$ cat src/rtl/except_ctrl.sv
// except_ctrl -- exception decode and trap sequencer between ID and the CSR unit.
//
// Each accepted instruction is decoded for ECALL, EBREAK and MRET, and for
// NUM_EXT external fault flags. The highest-priority event is selected.
// A trap writes mepc, then mcause (and optionally mtval) to the CSR unit over
// successive cycles. It then issues a one-cycle redirect to mtvec.
// An MRET issues a one-cycle redirect to mepc.
// ID is stalled through O_ready while a sequence is in flight.
//
// Build option: define EXCEPT_MTVAL_EN to add the mtval write state (W_TVAL).
// This writes I_inst_bad, latched at accept, to mtval.
// Without the option, I_inst_bad is unused and mtval is never written.
//
// Ports:
//   I_clk, I_rst_n          clock, synchronous active-low reset
//   I_valid / O_ready       ID handshake, transfer = I_valid & O_ready
//   I_inst, I_pc            instruction word and its PC
//   I_ext_except[NUM_EXT]   external fault flags, index 0 = highest priority
//   I_inst_bad              faulting value for mtval
//   I_mtvec, I_mepc         current CSR values, used for the redirect target
//   O_csr_we/waddr/wdata    CSR write port
//   O_redirect(_pc)         one-cycle flush/redirect pulse and its target
//   O_busy                  sequence in flight (= ~O_ready)
module except_ctrl #(
  parameter int                   XLEN      = 32,
  parameter int                   NUM_EXT   = 2,
  parameter logic [NUM_EXT*4-1:0] EXT_CAUSE = {4'd0, 4'd2}
) (
  input  logic                I_clk,
  input  logic                I_rst_n,
  input  logic                I_valid,
  output logic                O_ready,
  input  logic [31:0]         I_inst,
  input  logic [XLEN-1:0]     I_pc,
  input  logic [NUM_EXT-1:0]  I_ext_except,
  input  logic [XLEN-1:0]     I_inst_bad,
  input  logic [XLEN-1:0]     I_mtvec,
  input  logic [XLEN-1:0]     I_mepc,
  output logic                O_csr_we,
  output logic [11:0]         O_csr_waddr,
  output logic [XLEN-1:0]     O_csr_wdata,
  output logic                O_redirect,
  output logic [XLEN-1:0]     O_redirect_pc,
  output logic                O_busy
);

  localparam logic [31:0] ECALL  = 32'h00000073;
  localparam logic [31:0] EBREAK = 32'h00100073;
  localparam logic [31:0] MRET   = 32'h30200073;

  localparam logic [11:0] CSR_MEPC   = 12'h341;
  localparam logic [11:0] CSR_MCAUSE = 12'h342;
`ifdef EXCEPT_MTVAL_EN
  localparam logic [11:0] CSR_MTVAL  = 12'h343;
`endif

  typedef enum logic [2:0] {
    IDLE    = 3'd0,
    W_EPC   = 3'd1,
    W_CAUSE = 3'd2,
`ifdef EXCEPT_MTVAL_EN
    W_TVAL  = 3'd3,
`endif
    REDIR   = 3'd4
  } state_t;

  state_t          state, state_d;
  logic [3:0]      cause_q;
`ifdef EXCEPT_MTVAL_EN
  logic [XLEN-1:0] bad_q;
`else
  logic            unused_bad;
  assign unused_bad = ^I_inst_bad;
`endif
  logic            unused_tvec;
  assign unused_tvec = ^I_mtvec[1:0];

  // Decode
  logic       accept, ext_any, is_ecall, is_ebreak, is_mret, trap;
  logic [3:0] ext_cause, cause_sel;

  assign accept    = I_valid & (state == IDLE);
  assign ext_any   = |I_ext_except;
  assign is_ecall  = (I_inst == ECALL);
  assign is_ebreak = (I_inst == EBREAK);
  assign is_mret   = (I_inst == MRET) & ~ext_any;
  assign trap      = ext_any | is_ecall | is_ebreak;

  // The loop runs low-priority first, so the lowest set index wins.
  always_comb begin
    ext_cause = 4'd0;
    for (int i = NUM_EXT - 1; i >= 0; i--)
      if (I_ext_except[i]) ext_cause = EXT_CAUSE[4*i +: 4];
  end

  always_comb begin
    cause_sel = 4'd11;
    if (ext_any)        cause_sel = ext_cause;
    else if (is_ebreak) cause_sel = 4'd3;
  end

  // Output regs
  logic            we_d, redir_d;
  logic [11:0]     waddr_d;
  logic [XLEN-1:0] wdata_d, rpc_d;

  always_comb begin
    state_d = state;
    case (state)
      IDLE:    if (accept && trap)         state_d = W_EPC;
               else if (accept && is_mret) state_d = REDIR;
      W_EPC:   state_d = W_CAUSE;
`ifdef EXCEPT_MTVAL_EN
      W_CAUSE: state_d = W_TVAL;
      W_TVAL:  state_d = REDIR;
`else
      W_CAUSE: state_d = REDIR;
`endif
      REDIR:   state_d = IDLE;
      default: state_d = IDLE;
    endcase
  end

  // Outputs are computed for the state being entered and registered,
  // so they line up with the cycle the FSM occupies that state.
  always_comb begin
    we_d    = 1'b0;
    waddr_d = 12'h000;
    wdata_d = '0;
    redir_d = 1'b0;
    rpc_d   = '0;
    case (state_d)
      W_EPC: begin
        // W_EPC is only entered from IDLE on accept, so I_pc is the trapping PC.
        we_d    = 1'b1;
        waddr_d = CSR_MEPC;
        wdata_d = I_pc;
      end
      W_CAUSE: begin
        we_d    = 1'b1;
        waddr_d = CSR_MCAUSE;
        wdata_d = {{(XLEN-4){1'b0}}, cause_q};
      end
`ifdef EXCEPT_MTVAL_EN
      W_TVAL: begin
        we_d    = 1'b1;
        waddr_d = CSR_MTVAL;
        wdata_d = bad_q;
      end
`endif
      REDIR: begin
        // REDIR is entered straight from IDLE only for MRET.
        // From any other state, the source is a trap.
        redir_d = 1'b1;
        rpc_d   = (state == IDLE) ? I_mepc : {I_mtvec[XLEN-1:2], 2'b00};
      end
      default: ;
    endcase
  end

  always_ff @(posedge I_clk) begin
    if (!I_rst_n) begin
      state         <= IDLE;
      cause_q       <= 4'd0;
      O_csr_we      <= 1'b0;
      O_csr_waddr   <= 12'h000;
      O_csr_wdata   <= '0;
      O_redirect    <= 1'b0;
      O_redirect_pc <= '0;
      O_busy        <= 1'b0;
    end else begin
      state         <= state_d;
      if (accept) cause_q <= cause_sel;
      O_csr_we      <= we_d;
      O_csr_waddr   <= waddr_d;
      O_csr_wdata   <= wdata_d;
      O_redirect    <= redir_d;
      O_redirect_pc <= rpc_d;
      O_busy        <= (state_d != IDLE);
    end
  end

`ifdef EXCEPT_MTVAL_EN
  always_ff @(posedge I_clk) begin
    if (!I_rst_n)    bad_q <= '0;
    else if (accept) bad_q <= I_inst_bad;
  end
`endif

  assign O_ready = ~O_busy;

endmodule

$ cat config.mk
export PLATFORM = sky130hd
export DESIGN_NAME = except_ctrl
export DESIGN_NICKNAME = d
export VERILOG_FILES = /design/src/rtl/except_ctrl.sv
export SDC_FILE = /design/constraint.sdc
export NUM_CORES = 1
export LEC_CHECK = 0
export ABC_CLOCK_PERIOD_IN_PS = 2500
export BUFFER_PORTS_ARGS = -buffer_cell sky130_fd_sc_hd__buf_2
export CAP_MARGIN = 20
export CORE_AREA = 2 2 96 98
export CTS_CLUSTER_DIAMETER = 150
export CTS_CLUSTER_SIZE = 40
export DETAILED_ROUTE_END_ITERATION = 8
export DIE_AREA = 0 0 98 100
export GPL_TIMING_DRIVEN = 1
export PLACE_DENSITY = 0.71
export SLEW_MARGIN = 30
export SYNTH_ARGS = -nofsm -noshare
export SYNTH_HDL_FRONTEND = slang
export SYNTH_SLANG_ARGS = --single-unit
$ cat constraint.sdc
create_clock -name I_clk -period 2.5 [get_ports I_clk]
set_input_delay 0.5 -clock I_clk [delete_from_list [all_inputs] [get_ports I_clk]]
set_output_delay 0.5 -clock I_clk [all_outputs]
set_load 0.01 [all_outputs]
---- Word level (Yosys, flattened, before mapping) ----
Index checks and enable logic that the tools add are counted.
storage, ports and cells
  word-level logic and storage cells ...... 42
  bits in registers ....................... 86
  input port bits ......................... 165
  output and inout bits ................... 80
cells by class
  bitwise operators ....................... 6
  multiplexer cells ....................... 11
  eq/ne operators ......................... 8
  reductions and logical operators ........ 8
operators with widths
  cell                                                    number
  case mux 32 bit (2 select lines)                        1
  equality test 32 x 21 -> 1 bit (second input constant)  1
  equality test 32 x 30 -> 1 bit (second input constant)  1
  equality test 32 x 7 -> 1 bit (second input constant)   1
  two-way mux 32 bit                                      1
  case mux 10 bit (2 select lines)                        1
  case mux 3 bit (3 select lines)                         1
  two-way mux 4 bit                                       2
  equality test 3 x 1 -> 1 bit (second input constant)    2
  equality test 3 x 2 -> 1 bit (second input constant)    2
  two-way mux 3 bit                                       2
  OR reduction 2 bit                                      2
  equality test 3 bit (second input constant)             1
  logical NOT 3 bit                                       1
  AND reduction 3 bit                                     1
  nonzero test 3 bit                                      1
  bitwise AND 1 bit                                       2
  logical AND 1 bit                                       2
  two-way mux 1 bit                                       2
  two-way mux 2 bit                                       1
  inverter 1 bit                                          2
  OR 1 bit                                                2
  AND reduction 2 bit                                     1

---- Logic depth before layout (Yosys ltp) ----
  depth after elaboration ................. 10
  depth in mapped cells ................... 7
  mapped depth without buffers ............ 4

---- Least setup slack after synthesis ----
Ideal clock, no wire load.
  path kind ............................... in2reg
  start point ............................. input I_inst[9]
  end point ............................... register O_csr_wdata[15]
  stages on the path ...................... 5
  buffers on the path ..................... 1
  arrival time ............................ 1.991 ns
  library setup time ...................... 0.075 ns
  slack ................................... 0.433 ns
  data required time ...................... 2.425 ns
  cell sequence ........................... or4_4 -> nor4_4 -> a31oi_4 -> buf_6 -> nor3b_2
between the ends
  longest elaborated chain between the ends .. 8
  elaborated cells on any way between the ends .. 14
  those cells by class .................... eq/ne: 5; mux: 4; bitwise: 3; reduce/logical: 2
ends and longest elaborated chain
  element                                                                          line      text
  start, declared                                                                  33        input logic [31:0] I_inst,
  equality test 32 x 30 -> 1 bit or equality test 32 x 7 -> 1 bit (tied branches)  86, 84
  bitwise AND 1 bit or OR 1 bit (tied branches)                                    86, 87
  logical AND 1 bit or OR 1 bit (tied branches)                                    111, 87
  two-way mux 3 bit or logical AND 1 bit (tied branches)                           111, 110
  two-way mux 3 bit (*)                                                            110       IDLE: if (accept && trap) state_d = W_EPC;
  case mux 3 bit (3 select lines) (*)                                              109       case (state)
  equality test 3 x 2 -> 1 bit or equality test 3 x 1 -> 1 bit (tied branches)     132       case (state_d)
  case mux 32 bit (2 select lines) (*)                                             132
  end signal, assigned                                                             176       O_csr_wdata <= wdata_d;
  end, declared                                                                    41        output logic [XLEN-1:0] O_csr_wdata,
Mark *: on every way between the ends. The rest lies on a longest branch, timed or not.
A chain may end at the register's enable or synchronous reset.

---- Final worst setup path ----
  start point ............................. register state[0]
  end point ............................... register O_redirect_pc[3]
between the ends
  longest elaborated chain between the ends .. 8
  elaborated cells on any way between the ends .. 12
  those cells by class .................... eq/ne: 3; mux: 4; bitwise: 1; reduce/logical: 4
ends and longest elaborated chain
  element                               line          text
  start, declared                       67            state_t state, state_d;
  start signal, assigned                172           state <= state_d;
  logical NOT 3 bit                     82, 109, 155
  bitwise AND 1 bit                     82            assign accept = I_valid & (state == IDLE);
  logical AND 1 bit                     111           else if (accept && is_mret) state_d = REDIR;
  two-way mux 3 bit                     111
  two-way mux 3 bit                     110
  case mux 3 bit (3 select lines)       109
  equality test 3 bit                   132
  AND reduction 2 bit (no source line)  n/a
  end signal, assigned                  178           O_redirect_pc <= rpc_d;
  end, declared                         43            output logic [XLEN-1:0] O_redirect_pc,
Parallel ways exist; a longest one is shown, timed or not.

==> flow_metrics.tcl <==
set metrics [dict create \
    dr.pass1.iters 4 \
    synth_flop_cell "dfxtp_1" \
    fin_crit_sh 0.800 \
    fin_nets 610 \
    max_cap_viol_count 0 \
    ir_worst_vdd_mv 0.255 \
    synth_area_per_cell_um2 11.6 \
    synthToLayoutAreaGrowth_pct 44.0 \
    grt_pass1_wl_um 10500 \
    postSynth.asyncResetShare 0 \
    place_area_um2 3940 \
    cp.arrival_ns 2.26 \
    antenna_found_initial 0 \
    cts_tree "built" \
    hold_slack_ns 0.380 \
    required_ns 2.76 \
    final_area_um2 4150 \
    fin_crit_ns 2.00 \
    max_freq_mhz 500 \
    cts.path.max_buffers 2 \
    cts_resized 0 \
    io_buffers 203 \
    final_common_cell "buf_2" \
    pin_count 245 \
    vias_per_cell 4.53 \
    setup_viol 0 \
    gp_congestion 0.704 \
    ys_warn_count 0 \
    die-area_um2 9800 \
    path_max_fanout 33 \
    die_h_um 100 \
    syn-cell-area_um2 2880 \
    grt_pass1_vias 2309 \
    rrSetupSlack_ns 0.50 \
    tightestPinTransition_ns 0.717 \
    fin_skew_ns 0.00872 \
    clock_sinks 75 \
    yosysTopAreaCell "dfxtp_1" \
    slew-limit-headroom 0.515 \
    cts_root_buf "clkbuf_8" \
    leakagePower_nw 2.18 \
    synth-seq-area-share 0.522 \
    slowest_delay_ns 0.70 \
    dr.first_iter.drc_count 53 \
    core_um2 8890 \
    ys_ff_latch 75 \
    crit_path_end_kind "flop" \
    rsz0062_at_grt "false" \
    drt-total-wl_um 6790 \
    clock_latency_ns 0.34 \
    die_x_um 98 \
    slew_viol_final 0 \
    cts.clk_slew.worst_paths_ns 0.08 \
    ys_types 37 \
    drive_gt1_frac 0.575 \
    yosys-top-cells-area "dfxtp_1 (52%), nor3b_2 (11%), mux2i_1 (10%), a21oi_1 (5.9%), buf_4 (2.6%)" \
    hpwl_um 5170 \
    final_antenna_net_count 0 \
    outcome "completed" \
    wl_per_cell_um 12.1 \
    synth_top_area_share 0.522 \
    fillers 845 \
    final_cell_mix "buf_2 (203), dfxtp_1 (75), a21oi_1 (34)" \
    startpoint_type "flop" \
    h-tree-depth 3 \
    syn_inst 248 \
    numCtsBuffers 9 \
    slowest_stage "or4b_1" \
    start_util 0.324 \
    finalHoldViolCount 0 \
    grt_max_degree 37 \
    path_class "reg2reg" \
    ctsHoldBuffers 0 \
    num_vias 2538 \
    hold_path_class "in2reg" \
    drc 0 \
    n_antenna_cell 0 \
    powerDensity_nw_per_um2 618 \
    grt_usage 0.134 \
    gr-total-overflow 0 \
    synth-edff-count 0 \
    final.setup.tns_ns 0 \
    core.rowCount 35 \
    path_cells "or4b_1, nor3_4, nand4_4, buf_12, a21oi_1" \
    post_cts_buffers 0 \
]
[path summary, 6_finish.rpt]
kind                                  from          endpoint  cells after the start
worst max-delay path              state[0]  O_redirect_pc[3]                      5
worst min-delay path             I_mepc[0]  O_redirect_pc[0]                      3
worst max register to register    state[0]  O_redirect_pc[3]                      5
worst min register to register  cause_q[0]        cause_q[0]                      2
[stage by stage]
step / utilization / instances / total power, W / setup slack [ns]
CTS: 0.466 / 560 / 0.00261 / 0.496
global placement: 0.443 / 545 / 0.00160 / 0.251
global route: 0.466 / 560 / 0.00269 / 0.396
floorplan: - / 254 / 0.00146 / 0.433
finish: 0.466 / 560 / 0.00256 / 0.499
detailed placement: 0.443 / 545 / 0.00161 / 0.201
[power breakdown]
group          internal, W  switching [W]
clock network     0.000556       0.000431
logic             0.000174       0.000155
registers          0.00123      0.0000147
total              0.00196       0.000601
[layout make-up]
type / count / area, um2 / area share
Tap cell: 111 / 139 / 0.0335
Multi-Input combinational cell: 149 / 1210 / 0.292
Clock buffer: 10 / 128 / 0.0308
Sequential cell: 75 / 1500 / 0.362
Inverter: 2 / 7.51 / 0.00181
Clock inverter: 5 / 78.8 / 0.0190
Timing Repair Buffer: 208 / 1080 / 0.260
[kinds of logic after synthesis]
group	after synthesis	synth area share
simple gates	70	0.220
xor+xnor	1	0.00304
mux	30	0.104
flops	75	0.522
compound gates	41	0.0804
other cells	1	0.00130
buf+inv	30	0.0687
[critical path, delay by kind of cell (launching register included)]
family          cells  cell delay (ns)
compound gates      1             0.18
buf+inv             1             0.21
flops               1             0.40
simple gates        3             1.13
[synth_stat cells, types with 2 or more instances]
cell       n
dfxtp_1   75
a21oi_1   34
mux2i_1   30
nor3b_2   26
nand2_1   11
buf_4     10
clkbuf_1   7
buf_6      6
nor2_1     4
nor3b_1    4
buf_1      3
nor3_1     3
nor4_1     3
o21ai_0    3
inv_1      2
nand3_1    2
nand4b_1   2
nor4b_1    2
or2_2      2
or4_4      2
[registers in the layout (all words and copies together), names as in the netlist]
register and flops:
O_busy 1, O_csr_waddr 3, O_csr_wdata 32, O_redirect 1, O_redirect_pc 32, cause_q 3
state 3
[layer usage]
metal,GRT usage,share of wire,vias up
met5,0,0,-
li1,-,-,1252
met2,0.241,0.49,131
met1,0.140,0.38,1144
met4,0.0641,0.019,0
met3,0.0474,0.10,11
Note: power is estimated with default switching activity, not from simulation.
